File: config.mk
export PLATFORM = sky130hd
export DESIGN_NAME = instr_sequencer_flat
export DESIGN_NICKNAME = d
export VERILOG_FILES = /design/src/rtl/instr_sequencer_if.sv /design/src/rtl/instr_sequencer.sv /design/src/flat_wrapper.sv
export SDC_FILE = /design/constraint.sdc
export NUM_CORES = 1
export LEC_CHECK = 0
export ABC_AREA = 1
export ABC_CLOCK_PERIOD_IN_PS = 1650
export BUFFER_PORTS_ARGS = -buffer_cell sky130_fd_sc_hd__buf_4
export CAP_MARGIN = 20
export CORE_UTILIZATION = 48
export DETAILED_ROUTE_END_ITERATION = 7
export PLACE_DENSITY_LB_ADDON = 0.15
export SLEW_MARGIN = 25
export SYNTH_ARGS = -nofsm -noshare
export SYNTH_HDL_FRONTEND = slang
export SYNTH_SLANG_ARGS = --single-unit
export TNS_END_PERCENT = 1
File: constraint.sdc
create_clock -name clk -period 1.65 [get_ports clk]
set_clock_uncertainty 0.2 [all_clocks]
set_input_delay 0.0825 -clock clk [delete_from_list [all_inputs] [get_ports clk]]
set_output_delay 0.0825 -clock clk [all_outputs]
set_load 0.02 [all_outputs]
File: src/rtl/instr_sequencer_if.sv
// Bus between the instruction sequencer and its environment: the program ROM,
// the per-opcode execution units and the run control.
interface instr_sequencer_if #(
  parameter int PC_W = 8
);
  logic            run;
  logic [15:0]     romData;
  logic [15:0]     doneIn;
  logic            pcIncIn;
  logic [PC_W-1:0] pc;
  logic [15:0]     instrOut;
  logic            busy;
  logic            halted;
  logic            fault;
  logic [1:0]      faultCode;

  modport master (
    input  run, romData, doneIn, pcIncIn,
    output pc, instrOut, busy, halted, fault, faultCode
  );

  modport slave (
    output run, romData, doneIn, pcIncIn,
    input  pc, instrOut, busy, halted, fault, faultCode
  );
endinterface

File: src/rtl/instr_sequencer.sv
// Fetch/dispatch controller: owns PC and IR, broadcasts each instruction to the
// execution units, waits for the selected done under a watchdog, then retires.
module instr_sequencer #(
  parameter int          PC_W      = 8,
  parameter int          TIMEOUT   = 15,
  parameter logic [15:0] VALID_OPS = 16'h001E
) (
  input logic              clk,
  input logic              rst,
  instr_sequencer_if.master bus
);

  typedef enum logic [2:0] {
    S_IDLE, S_FETCH, S_LOAD, S_EXEC, S_RETIRE, S_HALT, S_FAULT
  } state_t;

  localparam logic [PC_W-1:0] PC_ONE    = PC_W'(1);
  localparam logic [7:0]      WDOG_LAST = 8'(TIMEOUT - 1);

  state_t          state_q, state_d;
  logic [PC_W-1:0] pc_q, pc_d;
  logic [15:0]     ir_q, ir_d;
  logic [15:0]     instr_out_q, instr_out_d;
  logic [7:0]      wdog_q, wdog_d;
  logic            inc_taken_q, inc_taken_d;
  logic            busy_q, busy_d;
  logic            halted_q, halted_d;
  logic            fault_q, fault_d;
  logic [1:0]      fault_code_q, fault_code_d;
  logic [3:0]      load_op;
  logic [3:0]      exec_op;

  assign load_op = bus.romData[15:12];
  assign exec_op = ir_q[15:12];

  always_comb begin
    state_d      = state_q;
    pc_d         = pc_q;
    ir_d         = ir_q;
    wdog_d       = wdog_q;
    inc_taken_d  = inc_taken_q;
    fault_code_d = fault_code_q;

    case (state_q)
      S_IDLE:  if (bus.run) state_d = S_FETCH;
      S_FETCH: state_d = S_LOAD;
      S_LOAD: begin
        ir_d   = bus.romData;
        wdog_d = '0;
        if (load_op == 4'h0)        state_d = S_RETIRE;
        else if (load_op == 4'hF)   state_d = S_HALT;
        else if (VALID_OPS[load_op]) state_d = S_EXEC;
        else begin
          state_d      = S_FAULT;
          fault_code_d = 2'b01;
        end
      end
      S_EXEC: begin
        // Only the first pcInc pulse of an instruction moves the PC.
        if (bus.pcIncIn && !inc_taken_q) begin
          pc_d        = pc_q + PC_ONE;
          inc_taken_d = 1'b1;
        end
        if (bus.doneIn[exec_op]) state_d = S_RETIRE;
        else if (wdog_q == WDOG_LAST) begin
          state_d      = S_FAULT;
          fault_code_d = 2'b10;
        end else wdog_d = wdog_q + 8'd1;
      end
      S_RETIRE: begin
        if (!inc_taken_q) pc_d = pc_q + PC_ONE;
        inc_taken_d = 1'b0;
        state_d     = bus.run ? S_FETCH : S_IDLE;
      end
      default: state_d = state_q;
    endcase

    // Outputs are computed from the next state so they come straight off flops.
    instr_out_d = (state_d == S_EXEC) ? ir_d : 16'h0000;
    busy_d      = (state_d == S_FETCH) || (state_d == S_LOAD) ||
                  (state_d == S_EXEC)  || (state_d == S_RETIRE);
    halted_d    = (state_d == S_HALT);
    fault_d     = (state_d == S_FAULT);
  end

  always_ff @(posedge clk or negedge rst) begin
    if (!rst) begin
      state_q      <= S_IDLE;
      pc_q         <= '0;
      ir_q         <= '0;
      instr_out_q  <= '0;
      wdog_q       <= '0;
      inc_taken_q  <= 1'b0;
      busy_q       <= 1'b0;
      halted_q     <= 1'b0;
      fault_q      <= 1'b0;
      fault_code_q <= 2'b00;
    end else begin
      state_q      <= state_d;
      pc_q         <= pc_d;
      ir_q         <= ir_d;
      instr_out_q  <= instr_out_d;
      wdog_q       <= wdog_d;
      inc_taken_q  <= inc_taken_d;
      busy_q       <= busy_d;
      halted_q     <= halted_d;
      fault_q      <= fault_d;
      fault_code_q <= fault_code_d;
    end
  end

  assign bus.pc        = pc_q;
  assign bus.instrOut  = instr_out_q;
  assign bus.busy      = busy_q;
  assign bus.halted    = halted_q;
  assign bus.fault     = fault_q;
  assign bus.faultCode = fault_code_q;

endmodule

File: src/flat_wrapper.sv
// flat-port wrapper written by rule: the top's interface ports become plain ports
module instr_sequencer_flat 
#(
  parameter int          PC_W      = 8,
  parameter int          TIMEOUT   = 15,
  parameter logic [15:0] VALID_OPS = 16'h001E
)
  (clk, rst, bus_run, bus_romData, bus_doneIn, bus_pcIncIn, bus_pc, bus_instrOut, bus_busy, bus_halted, bus_fault, bus_faultCode);
  instr_sequencer_if #(.PC_W(PC_W)) bus_i ();
  input logic clk;
  input logic rst;
  input wire logic [$bits(bus_i.run)-1:0] bus_run;
  input wire logic [$bits(bus_i.romData)-1:0] bus_romData;
  input wire logic [$bits(bus_i.doneIn)-1:0] bus_doneIn;
  input wire logic [$bits(bus_i.pcIncIn)-1:0] bus_pcIncIn;
  output wire logic [$bits(bus_i.pc)-1:0] bus_pc;
  output wire logic [$bits(bus_i.instrOut)-1:0] bus_instrOut;
  output wire logic [$bits(bus_i.busy)-1:0] bus_busy;
  output wire logic [$bits(bus_i.halted)-1:0] bus_halted;
  output wire logic [$bits(bus_i.fault)-1:0] bus_fault;
  output wire logic [$bits(bus_i.faultCode)-1:0] bus_faultCode;
  assign bus_i.run = bus_run;
  assign bus_i.romData = bus_romData;
  assign bus_i.doneIn = bus_doneIn;
  assign bus_i.pcIncIn = bus_pcIncIn;
  assign bus_pc = bus_i.pc;
  assign bus_instrOut = bus_i.instrOut;
  assign bus_busy = bus_i.busy;
  assign bus_halted = bus_i.halted;
  assign bus_fault = bus_i.fault;
  assign bus_faultCode = bus_i.faultCode;
  instr_sequencer #(.PC_W(PC_W), .TIMEOUT(TIMEOUT), .VALID_OPS(VALID_OPS)) u_core (.clk(clk), .rst(rst), .bus(bus_i));
endmodule
==> metrics, run 1 <==
Tcrit/Tclk final 117%; PortBufs 64; Post-Synth Simple-Gate Area 28.2%; largest net degree at the start of global routing 31; initial antenna violation count 0; DIE HEIGHT 78.3 um; Area growth syn-to-layout 59.4%; FP Rows 27; CTS Buffer Depth 2; Synth Area in Adders 1.34%; Core Region 5540 um^2; clock sink total 57; hpwl dp 4310 um; Setup Viol. Count Final 36; CP Data Required Time 1.73 ns; # placed instances 481; failing checks setup timing; flops & latches, synth 57; Root Buffer clkbuf_8; max-cap violations 0; Largest stage delay, worst path 0.48 ns; Most Frequent Cell on Critical Path nand2_2; IO Pins 65; fin cells 522; largest family of logic cells by synthesized area simple AND/OR/NAND/NOR gates; H-tree lvl count 3; WL/cell 13.6 um; synth top area cells dfrtp_1 51%, inv_1 7.1%, nand2_1 7.0%; RSZ-0062 raised after global routing yes; Post-synth EDFFs 0; dominant cell type by area after synthesis dfrtp_1; TritonCTS clock tree built; crit end category flip-flop; WS Path Type reg -> reg; diodes inserted 0; Slew headroom 73.8%; FILL cells 343; GP Congestion 0.834; crit-path max FO 8; Total Routing Usage GR around a quarter; CTS clk-pin slew, worst paths about 0.07 ns; drt drc 0; width of the die 78.3 um; Routed Antenna Nets 0; die area 6120 um^2; complex-gate fraction of the synthesized area 6.50%; total CTS buffers 9; mean area per synthesized cell 8.98 um^2; leakage power 2.40 nW; switching power 0.000646 W; asr flop ratio synth 100%; Synth Net Count 350; Mapped Cells about 310; CP Data Arrival Time roughly 2 ns; Final Util 80.3%; post-synthesis mux area share 0.403%; combinational share of power 6.5%; Worst Tran Pin Value 0.393 ns; yosys warns 0; post-layout min period 1.93 ns; Power Dens Cells about 670 nW/um^2; outcome finished with violations; sequential share of the synthesized area 51.1%; Clock Power Share 46.3%; layout cell share with drive strength beyond 1 between 50% and 60%; FMAX 517 MHz; final WL 7100 um; XOR/XNOR share of the synthesized area under 10%; number of vias per cell about 4.8; Cell Area, Synth 2790 um^2; Main synth FF type dfrtp_1; Crit-path slowest cell dfrtp_2; DRT Pass-1 Iters 5; worst hold path type in -> async; via count roughly 2500; Initial Utilization 50.4%; final hold viol count 0; Sw Ratio 21.8%; 1st-iter DRT viols 137; nets@finish 484; startpoint types flip-flop; Flop pwr share 47.2%; worst-path cell chain buf_6 -> nand2_2 -> nand2_2 -> nand2_2 -> nand3_2 -> nand3_4 -> nand2_4 -> nand2_2 -> inv_2 -> nor2_4 -> nand3_4 -> buf_12 -> nor2_4; setup ws final -0.283 ns; Yosys top cell area share between 50% and 60%; vias in the first global route about 2500; Worst-Skew Late Latency 0.34 ns; grt total ovfl 0; library cells used by synthesis 31; max-slew violations 0; maximum vdd drop 535 uV; global-route wire length before repair 11300 um; Pint about 0.0023 W; Hold Slack around 0.0066 ns
[logic make-up (layout without fill, tap and decap cells)]
family	Yosys count	after routing
and+or+nand+nor	143	143
buffers and inverters	64	203
DFF	57	57
AOI/OAI and AO/OA	34	34
xor gates and xnor gates	9	9
adders and majority gates	3	3
muxes	1	1
[power by group through the flow]
stage	Clock [W]	Combinational (W)	Sequential, W
floorplan	0	0.0000251	0.00143
global placement	0	0.000137	0.00143
detailed placement	0	0.000138	0.00143
CTS	0.00140	0.000178	0.00140
global route	0.00148	0.000212	0.00140
finish	0.00138	0.000194	0.00140
[Yosys cell counts (all sizes together) (2+ instances only)]
library cell	n
a21oi	5
buf	2
clkbuf	3
dfrtp	57
ha	3
inv	59
nand2	58
nand3	26
nor2	38
nor3	7
o21a	2
o21ai	24
or2	12
xor2	8
[worst paths after layout]
check	slack, ns	to	cells past startpoint	from
max	-0.28	u_core.bus.instrOut[13]	13	u_core.ir_q[12]
min	0.007	u_core.wdog_q[2]	2	rst
min reg2reg	0.28	u_core.bus.pc[7]	1	u_core.bus.pc[7]
max reg2reg	-0.28	u_core.bus.instrOut[13]	13	u_core.ir_q[12]
max in group asynchronous	0.74	u_core.state_q[1]	3	rst
min in group clk	0.04	u_core.state_q[0]	7	bus_run
[routing by layer]
layer | global-route usage, % | vias up | routed length (um)
met5 | 0 | - | 0
met4 | 7.59 | 0 | 115
met3 | 7.91 | 13 | 379
met2 | 38.8 | 82 | 3540
met1 | 30.9 | 1191 | 3070
li1 | - | 1228 | -
[stage by stage]
stage	setup TNS (ns)	power, W	setup slack, ns	area (um^2)
2_1_floorplan	-2.11	0.00145	-0.167	2790
3_3_place_gp	-6.54	0.00156	-0.247	3650
3_5_place_dp	-7.91	0.00156	-0.287	3650
4_1_cts	-5.70	0.00298	-0.244	4190
5_1_grt	-11.04	0.00309	-0.393	4450
6_report	-7.06	0.00297	-0.283	4450
[state kept, by name, indices dropped and copies added, names as in the netlist]
signal	flops
u_core.bus.busy	1
u_core.ir_q	16
u_core.inc_taken_q	1
u_core.state_q	3
u_core.bus.fault	1
u_core.wdog_q	8
u_core.bus.instrOut	16
u_core.bus.halted	1
u_core.bus.faultCode	2
u_core.bus.pc	8
[cells in the final DEF (no fill, tap or decap), types with 3 or more instances in the layout]
cell / Yosys / layout
nor3_1: 6 / 3
nor2_4: 13 / 16
nand2_1: 52 / 40
nand3_4: 2 / 4
buf_6: 0 / 4
nand3_2: 2 / 11
clkbuf_8: 0 / 12
nand2_2: 3 / 10
o21ai_1: 0 / 6
inv_2: 3 / 4
buf_12: 1 / 3
a21oi_1: 5 / 3
or2_2: 12 / 5
dfrtp_1: 57 / 55
nor2_1: 22 / 14
nor3_2: 1 / 4
buf_4: 1 / 101
o21ai_2: 0 / 8
inv_1: 53 / 51
ha_1: 3 / 3
or2_4: 0 / 7
nor2_2: 3 / 8
o21ai_4: 0 / 8
dlygate4sd3_1: 0 / 18
inv_4: 3 / 4
xor2_1: 8 / 7
nand2_4: 3 / 8
nand3_1: 22 / 11
[repair_timing]
action                                  in CTS  in global routing
buffers inserted                             5                  1
hold endpoints to repair                    88                  0
pin swaps                                   10                 10
cloned                                       0                  1
endpoints found under the setup margin      45                 54
gates resized for setup                     50                 63
hold buffers                                18                  0
[worst max-delay path: cells and delay by family (launching register included)]
kind	cells	cell delay (ns)
simple gates	10	0.80
flops	1	0.48
buf+inv	3	0.39
[final cells by class]
| class | count | area (um^2) | area share (%) |
|---|---|---|---|
| clock inverters | 2 | 35.0 | 0.787 |
| multi-input cells | 190 | 1430 | 32.0 |
| repair inverters | 1 | 7.51 | 0.169 |
| clock buffers | 14 | 173 | 3.88 |
| well taps | 72 | 90.1 | 2.02 |
| inverters | 59 | 231 | 5.20 |
| repair buffers | 127 | 1060 | 23.8 |
| flip-flops and latches | 57 | 1430 | 32.1 |
(Power assumes the default switching activity.)
==> run 2: changes to the inputs <==
--- a/config.mk
+++ b/config.mk
@@ -12,6 +12,7 @@
 export CORE_UTILIZATION = 48
 export DETAILED_ROUTE_END_ITERATION = 7
 export PLACE_DENSITY_LB_ADDON = 0.15
+export SKIP_LAST_GASP = 1
 export SLEW_MARGIN = 25
 export SYNTH_ARGS = -nofsm -noshare
 export SYNTH_HDL_FRONTEND = slang
==> run 2 against run 1 <==
Compared with the run above:
- clock-buffer cell count unchanged
- critical endpoint is now u_core.bus.instrOut[11]
- utilization down 4.6 points
- worst setup slack worse by 0.045 ns
- maximum frequency down 2.3%
- worst hold slack better by 0.0014 ns
- the run still ends with setup timing left
- register-to-register slack worse by 0.05 ns
- sequential cell count unchanged
- first-iteration DRC count down 33%
- highest routed layer unchanged
==> metrics, run 2 (synthesis gave the netlist of run 1 again) <==
Clock Power Share 46.5% (was 46.3%); Hold Slack 0.00798 ns (was 0.00660 ns); number of vias per cell 4.73 (was 4.82); CTS clk-pin slew, worst paths 0.07 ns (about the same); outcome finished with violations (unchanged); clock sink total 57 (unchanged); global-route wire length before repair 11200 um (was 11300 um); switching power 0.000631 W (was 0.000646 W); crit-path max FO 8 (unchanged); Setup Viol. Count Final 52 (was 36); largest net degree at the start of global routing 31 (unchanged); Multi-input gate area 1190 um^2 (was 1430 um^2); via count 2463 (was 2514); diodes inserted 0 (unchanged); Worst-Skew Late Latency 0.34 ns (about the same); Power Dens Cells 704 nW/um^2 (was 667 nW/um^2); FILL cells 421 (was 343); Storage cell area 1430 um^2 (about the same); max-cap violations 0 (unchanged); Tcrit/Tclk final 120% (was 117%); final hold viol count 0 (unchanged); fin cells 521 (was 522); grt total ovfl 0 (unchanged); setup ws final -0.329 ns (was -0.283 ns); worst reg2reg path depth 13 (unchanged); drt drc 0 (unchanged); post-layout min period 1.98 ns (was 1.93 ns); DRT Pass-1 Iters 4 (was 5); Routed Antenna Nets 0 (unchanged); nets@finish 483 (was 484); CTS Buffer Depth 2 (unchanged); H-tree lvl count 3 (unchanged); # placed instances 481 (unchanged); pre-CTS setup slack -0.287 ns (unchanged); final WL 6690 um (was 7100 um); CP Data Arrival Time 2.05 ns (was 2.01 ns); initial antenna violation count 0 (unchanged); CP Data Required Time 1.72 ns (was 1.73 ns); leakage power 2.36 nW (was 2.40 nW); DIE HEIGHT 78.3 um (unchanged); WL/cell 12.8 um (was 13.6 um); failing checks setup timing (unchanged); die area 6120 um^2 (unchanged); worst setup path startpoint u_core.ir_q[12] (unchanged); Core Region 5540 um^2 (unchanged); Flop pwr share 47.4% (was 47.2%); Worst Tran Pin Value 0.489 ns (was 0.393 ns); WS Path Type reg -> reg (unchanged); IO Pins 65 (unchanged); maximum vdd drop 513 uV (was 535 uV); TritonCTS clock tree built (unchanged); Total Routing Usage GR 23.9% (was 24.1%); most frequent cells in the layout 102 x buf_4, 56 x dfrtp_1, 52 x inv_1 (was 101 x buf_4, 55 x dfrtp_1, 51 x inv_1); GP Congestion 0.834 (unchanged); FP Rows 27 (unchanged); PortBufs 64 (unchanged); Area growth syn-to-layout 50.3% (was 59.4%); combinational share of power 6.1% (was 6.5%); layout cell share with drive strength beyond 1 43.0% (was 50.4%); Root Buffer clkbuf_8 (unchanged); max-slew violations 0 (unchanged); total CTS buffers 9 (unchanged); most common cell after layout, fill and taps aside buf_4 (unchanged); startpoint types flip-flop (unchanged); vias in the first global route 2486 (was 2476); 1st-iter DRT viols 92 (was 137); FMAX 505 MHz (was 517 MHz); Pint 0.00232 W (about the same); worst r2r src u_core.ir_q[12] (unchanged); crit end category flip-flop (unchanged); width of the die 78.3 um (unchanged); RSZ-0062 raised after global routing yes (unchanged); Initial Utilization 50.4% (unchanged); Slew headroom 67.0% (was 73.8%); Sw Ratio 21.4% (was 21.8%); hpwl dp 4310 um (unchanged); setup TNS -9.58 ns (was -7.06 ns); worst hold path type in -> async (unchanged)
run 2: power by group through the flow:
stage | Clock (W) | Combinational, W | Sequential [W]
finish | 0.00137 | 0.000180 | 0.00140
global route | 0.00148 | 0.000198 | 0.00140
CTS | 0.00140 | 0.000174 | 0.00140
detailed placement | 0 | 0.000138 | 0.00143
global placement | 0 | 0.000137 | 0.00143
floorplan | 0 | 0.0000251 | 0.00143
run 2: final timing paths:
check	endpoint	slack, ns
worst max-delay path	u_core.bus.instrOut[11]	-0.33
worst min-delay path	u_core.wdog_q[2]	0.008
worst max register to register	u_core.bus.instrOut[11]	-0.33
worst min register to register	u_core.bus.pc[7]	0.28
max in group asynchronous	u_core.bus.instrOut[1]	0.76
min in group clk	u_core.state_q[0]	0.02
run 2: what timing repair did:
| item | CTS | global route |
|---|---|---|
| setup endpoints to repair | 45 | 55 |
| endpoints found under the hold margin | 87 | 0 |
| setup buffers | 5 | 0 |
| pin swaps | 7 | 12 |
| hold buffers | 18 | 0 |
| cloned | 0 | 1 |
| gates resized for setup | 11 | 22 |
run 2: worst max-delay path: stages (launching register included):
cell	delay [ns]
dfrtp_2	0.48
buf_6	0.15
nand2_2	0.06
nand2_2	0.05
nand2_2	0.07
nand3_2	0.08
nand3_4	0.09
nand2_4	0.07
nand2_2	0.07
inv_2	0.05
nor2_4	0.13
nand3_4	0.12
buf_12	0.18
nor2_4	0.10
run 2: area by class of cell:
cell class / count / area share (%)
sequential: 57 / 34.0
multi-input combinational: 190 / 28.5
timing repair buffer: 126 / 24.8
inverter: 59 / 5.46
clock buffer: 14 / 4.12
tap: 72 / 2.15
clock inverter: 2 / 0.835
timing repair inverter: 1 / 0.179
run 2: per-stage QoR:
step	area, um^2	util (%)	total power (W)
2_1_floorplan	2790	-	0.00145
3_3_place_gp	3650	65.9	0.00156
3_5_place_dp	3650	65.9	0.00156
4_1_cts	4110	74.2	0.00298
5_1_grt	4200	75.7	0.00308
6_report	4200	75.7	0.00295
run 2: routing by layer:
| layer | GRT usage, % | routed length (um) |
|---|---|---|
| met1 | 30.5 | 2890 |
| met5 | 0 | 0 |
| met3 | 7.91 | 395 |
| met2 | 38.9 | 3340 |
| met4 | 6.67 | 60 |
==> run 3: changes to the inputs <==
--- a/config.mk
+++ b/config.mk
@@ -6,10 +6,10 @@
 export NUM_CORES = 1
 export LEC_CHECK = 0
 export ABC_AREA = 1
-export ABC_CLOCK_PERIOD_IN_PS = 1650
+export ABC_CLOCK_PERIOD_IN_PS = 2400
 export BUFFER_PORTS_ARGS = -buffer_cell sky130_fd_sc_hd__buf_4
 export CAP_MARGIN = 20
-export CORE_UTILIZATION = 48
+export CORE_UTILIZATION = 58
 export DETAILED_ROUTE_END_ITERATION = 7
 export PLACE_DENSITY_LB_ADDON = 0.15
 export SKIP_LAST_GASP = 1
==> constraint.sdc (replaced) <==
create_clock -name clk -period 2.4 [get_ports clk]
set_clock_uncertainty 0.2 [all_clocks]
set_input_delay 0.12 -clock clk [delete_from_list [all_inputs] [get_ports clk]]
set_output_delay 0.12 -clock clk [all_outputs]
set_load 0.02 [all_outputs]
==> run 3 against run 2 <==
Compared with the run above:
- the run ends with DRC left
- worst setup slack better by 0.58 ns
- sequential cell count stayed put
- clock-buffer cell count is 3 lower
- sequential power is 31% lower
- design area is 12% lower
- final cell count is 12% lower
- register-to-register slack better by 0.58 ns
- die area is 17% lower
- via count is 7.0% lower
- non-clock buffer count is 42 lower
- total power is 34% lower
- critical path type unchanged
- critical endpoint is now u_core.bus.instrOut[1]
==> metrics, run 3 (synthesis gave the netlist of run 1 again) <==
vias in the first global route 2347 (was 2486); via count 2291 (was 2463); GP Congestion 0.821 (was 0.834); DRT Pass-1 Iters 8 (was 4); clock sink total 57 (unchanged); maximum vdd drop 377 uV (was 513 uV); diodes inserted 0 (unchanged); FMAX 466 MHz (was 505 MHz); Root Buffer clkbuf_8 (unchanged); Crit-path slowest cell dfrtp_1 (was dfrtp_2); Slew headroom 53.2% (was 67.0%); outcome finished with violations (unchanged); total CTS buffers 9 (unchanged); worst-path cell chain inv_4 -> nand2_1 -> nand3_1 -> nand3_1 -> nand3_2 -> nand2_1 -> nand2_1 -> inv_2 -> nor2_4 -> nand3_4 -> nor2_1 (was buf_6 -> nand2_2 -> nand2_2 -> nand2_2 -> nand3_2 -> nand3_4 -> nand2_4 -> nand2_2 -> inv_2 -> nor2_4 -> nand3_4 -> buf_12 -> nor2_4); CTS clk-pin slew, worst paths 0.07 ns (about the same); largest net degree at the start of global routing 58 (was 31); Post-CTS Resized 0 (was 11); DIE HEIGHT 71.4 um (was 78.3 um); Total Routing Usage GR 26.3% (was 23.9%); hpwl dp 3880 um (was 4310 um); Worst-Skew Late Latency 0.34 ns (about the same); number of vias per cell 5.00 (was 4.73); final WL 5950 um (was 6690 um); Most Frequent Cell on Critical Path nand2_1 (was nand2_2); Initial Utilization 62.4% (was 50.4%); Largest stage delay, worst path 0.48 ns (about the same); grt total ovfl 0 (unchanged); WL/cell 13.0 um (was 12.8 um); global-route wire length before repair 10100 um (was 11200 um); startpoint types flip-flop (unchanged); Power Dens Cells 530 nW/um^2 (was 704 nW/um^2); Worst Tran Pin Value 0.702 ns (was 0.489 ns); max-slew violations 0 (unchanged); Core Region 4470 um^2 (was 5540 um^2); worst hold path type in -> reg (was in -> async); CP bufs+invs 2 (was 3); H-tree lvl count 3 (unchanged); max-cap violations 0 (unchanged); CP Data Required Time 2.46 ns (was 1.72 ns); drt drc 1 (was 0); IO Pins 65 (unchanged); die area 5090 um^2 (was 6120 um^2); crit end category flip-flop (unchanged); layout cell share with drive strength beyond 1 31.0% (was 43.0%); most common cell after layout, fill and taps aside buf_4 (unchanged); final hold viol count 0 (unchanged); FP Rows 24 (was 27); CP Data Arrival Time 2.20 ns (was 2.05 ns); final instance area 3680 um^2 (was 4200 um^2); most frequent cells in the layout 66 x buf_4, 57 x dfrtp_1, 53 x inv_1 (was 102 x buf_4, 56 x dfrtp_1, 52 x inv_1); post-layout min period 2.15 ns (was 1.98 ns); leakage power 2.11 nW (was 2.36 nW); critical path's top delay family simple AND/OR/NAND/NOR gates (unchanged); nets@finish 440 (was 483); FILL cells 275 (was 421); Storage cell area 1430 um^2 (about the same); initial antenna violation count 0 (unchanged); Area growth syn-to-layout 31.9% (was 50.3%); width of the die 71.4 um (was 78.3 um); Setup Viol. Count Final 0 (was 52); PortBufs 64 (unchanged); Tcrit/Tclk final 89.5% (was 120%); TritonCTS clock tree built (unchanged); 1st-iter DRT viols 112 (was 92); placed instance area 3310 um^2 (was 3650 um^2); CTS Buffer Depth 2 (unchanged); WS Path Type reg -> reg (unchanged); Multi-input gate area 1100 um^2 (was 1190 um^2); RSZ-0062 raised after global routing no (was yes); crit-path max FO 16 (was 8); Routed Antenna Nets 0 (unchanged); setup TNS 0 ns (was -9.58 ns); failing checks DRC (was setup timing)
-- run 3: changes by cell type in the layout (fill, tap and decap cells not counted), sizes merged --
| cell | before | now |
|---|---|---|
| buf | 108 | 66 |
| clkbuf | 14 | 11 |
| clkinv | 1 | 3 |
-- run 3: cell type report --
class | instances | share of cell area (%)
multi-input cells | 190 | 29.8
flip-flops and latches | 57 | 38.7
inverters | 59 | 6.22
clock inverters | 5 | 1.53
repair buffers | 84 | 18.4
clock buffers | 11 | 3.57
well taps | 52 | 1.77
-- run 3: final timing paths --
| path | start | to | slack [ns] | cells past startpoint |
|---|---|---|---|---|
| min in group asynchronous | rst | u_core.wdog_q[2] | 0.17 | 2 |
| min | bus_run | u_core.state_q[0] | 0.08 | 7 |
| min reg2reg | u_core.bus.pc[7] | u_core.bus.pc[7] | 0.28 | 1 |
| max in group asynchronous | rst | u_core.ir_q[15] | 1.35 | 2 |
| max reg2reg | u_core.ir_q[12] | u_core.bus.instrOut[1] | 0.25 | 11 |
| max | u_core.ir_q[12] | u_core.bus.instrOut[1] | 0.25 | 11 |
-- run 3: what timing repair did --
item,CTS,global route
hold buffers,18,0
hold endpoints to repair,88,0
setup buffers,0,0
-- run 3: per-stage QoR --
stage | hold WS [ns] | total power (W) | util (%) | std cells | worst slack [ns]
after global routing | 0.132 | 0.00200 | 82.3 | 458 | 0.00617
after detailed placement | 0.0116 | 0.00107 | 74.0 | 424 | 0.268
after floorplan | -0.376 | 0.000999 | - | 311 | 0.583
after CTS | 0.0827 | 0.00195 | 82.3 | 458 | 0.237
after global placement | 0.0193 | 0.00107 | 74.0 | 424 | 0.330
final | 0.0848 | 0.00195 | 82.3 | 458 | 0.252
-- run 3: metal layers --
| layer | GRT usage, % | wire length, um | part of all wire, % | vias up |
|---|---|---|---|---|
| met4 | 13.6 | 133 | 2.2 | 0 |
| met3 | 4.36 | 198 | 3.3 | 11 |
| met5 | 0 | 0 | 0 | - |
| met2 | 47.9 | 3230 | 54 | 51 |
| met1 | 29.6 | 2380 | 40 | 1087 |
| li1 | - | - | - | 1142 |
-- run 3: power breakdown --
part / switching [W] / internal (W) / total [W]
Combinational: 0.0000477 / 0.0000640 / 0.000112
Sequential: 0.000000814 / 0.000962 / 0.000963
Clock: 0.000397 / 0.000478 / 0.000875
Total: 0.000446 / 0.00150 / 0.00195
-- run 3: worst register-to-register path, delay by kind of cell, from the launching register on --
family / cells / cell delay [ns]
buffers and inverters: 2 / 0.19
DFF: 1 / 0.48
and+or+nand+nor: 9 / 1.21
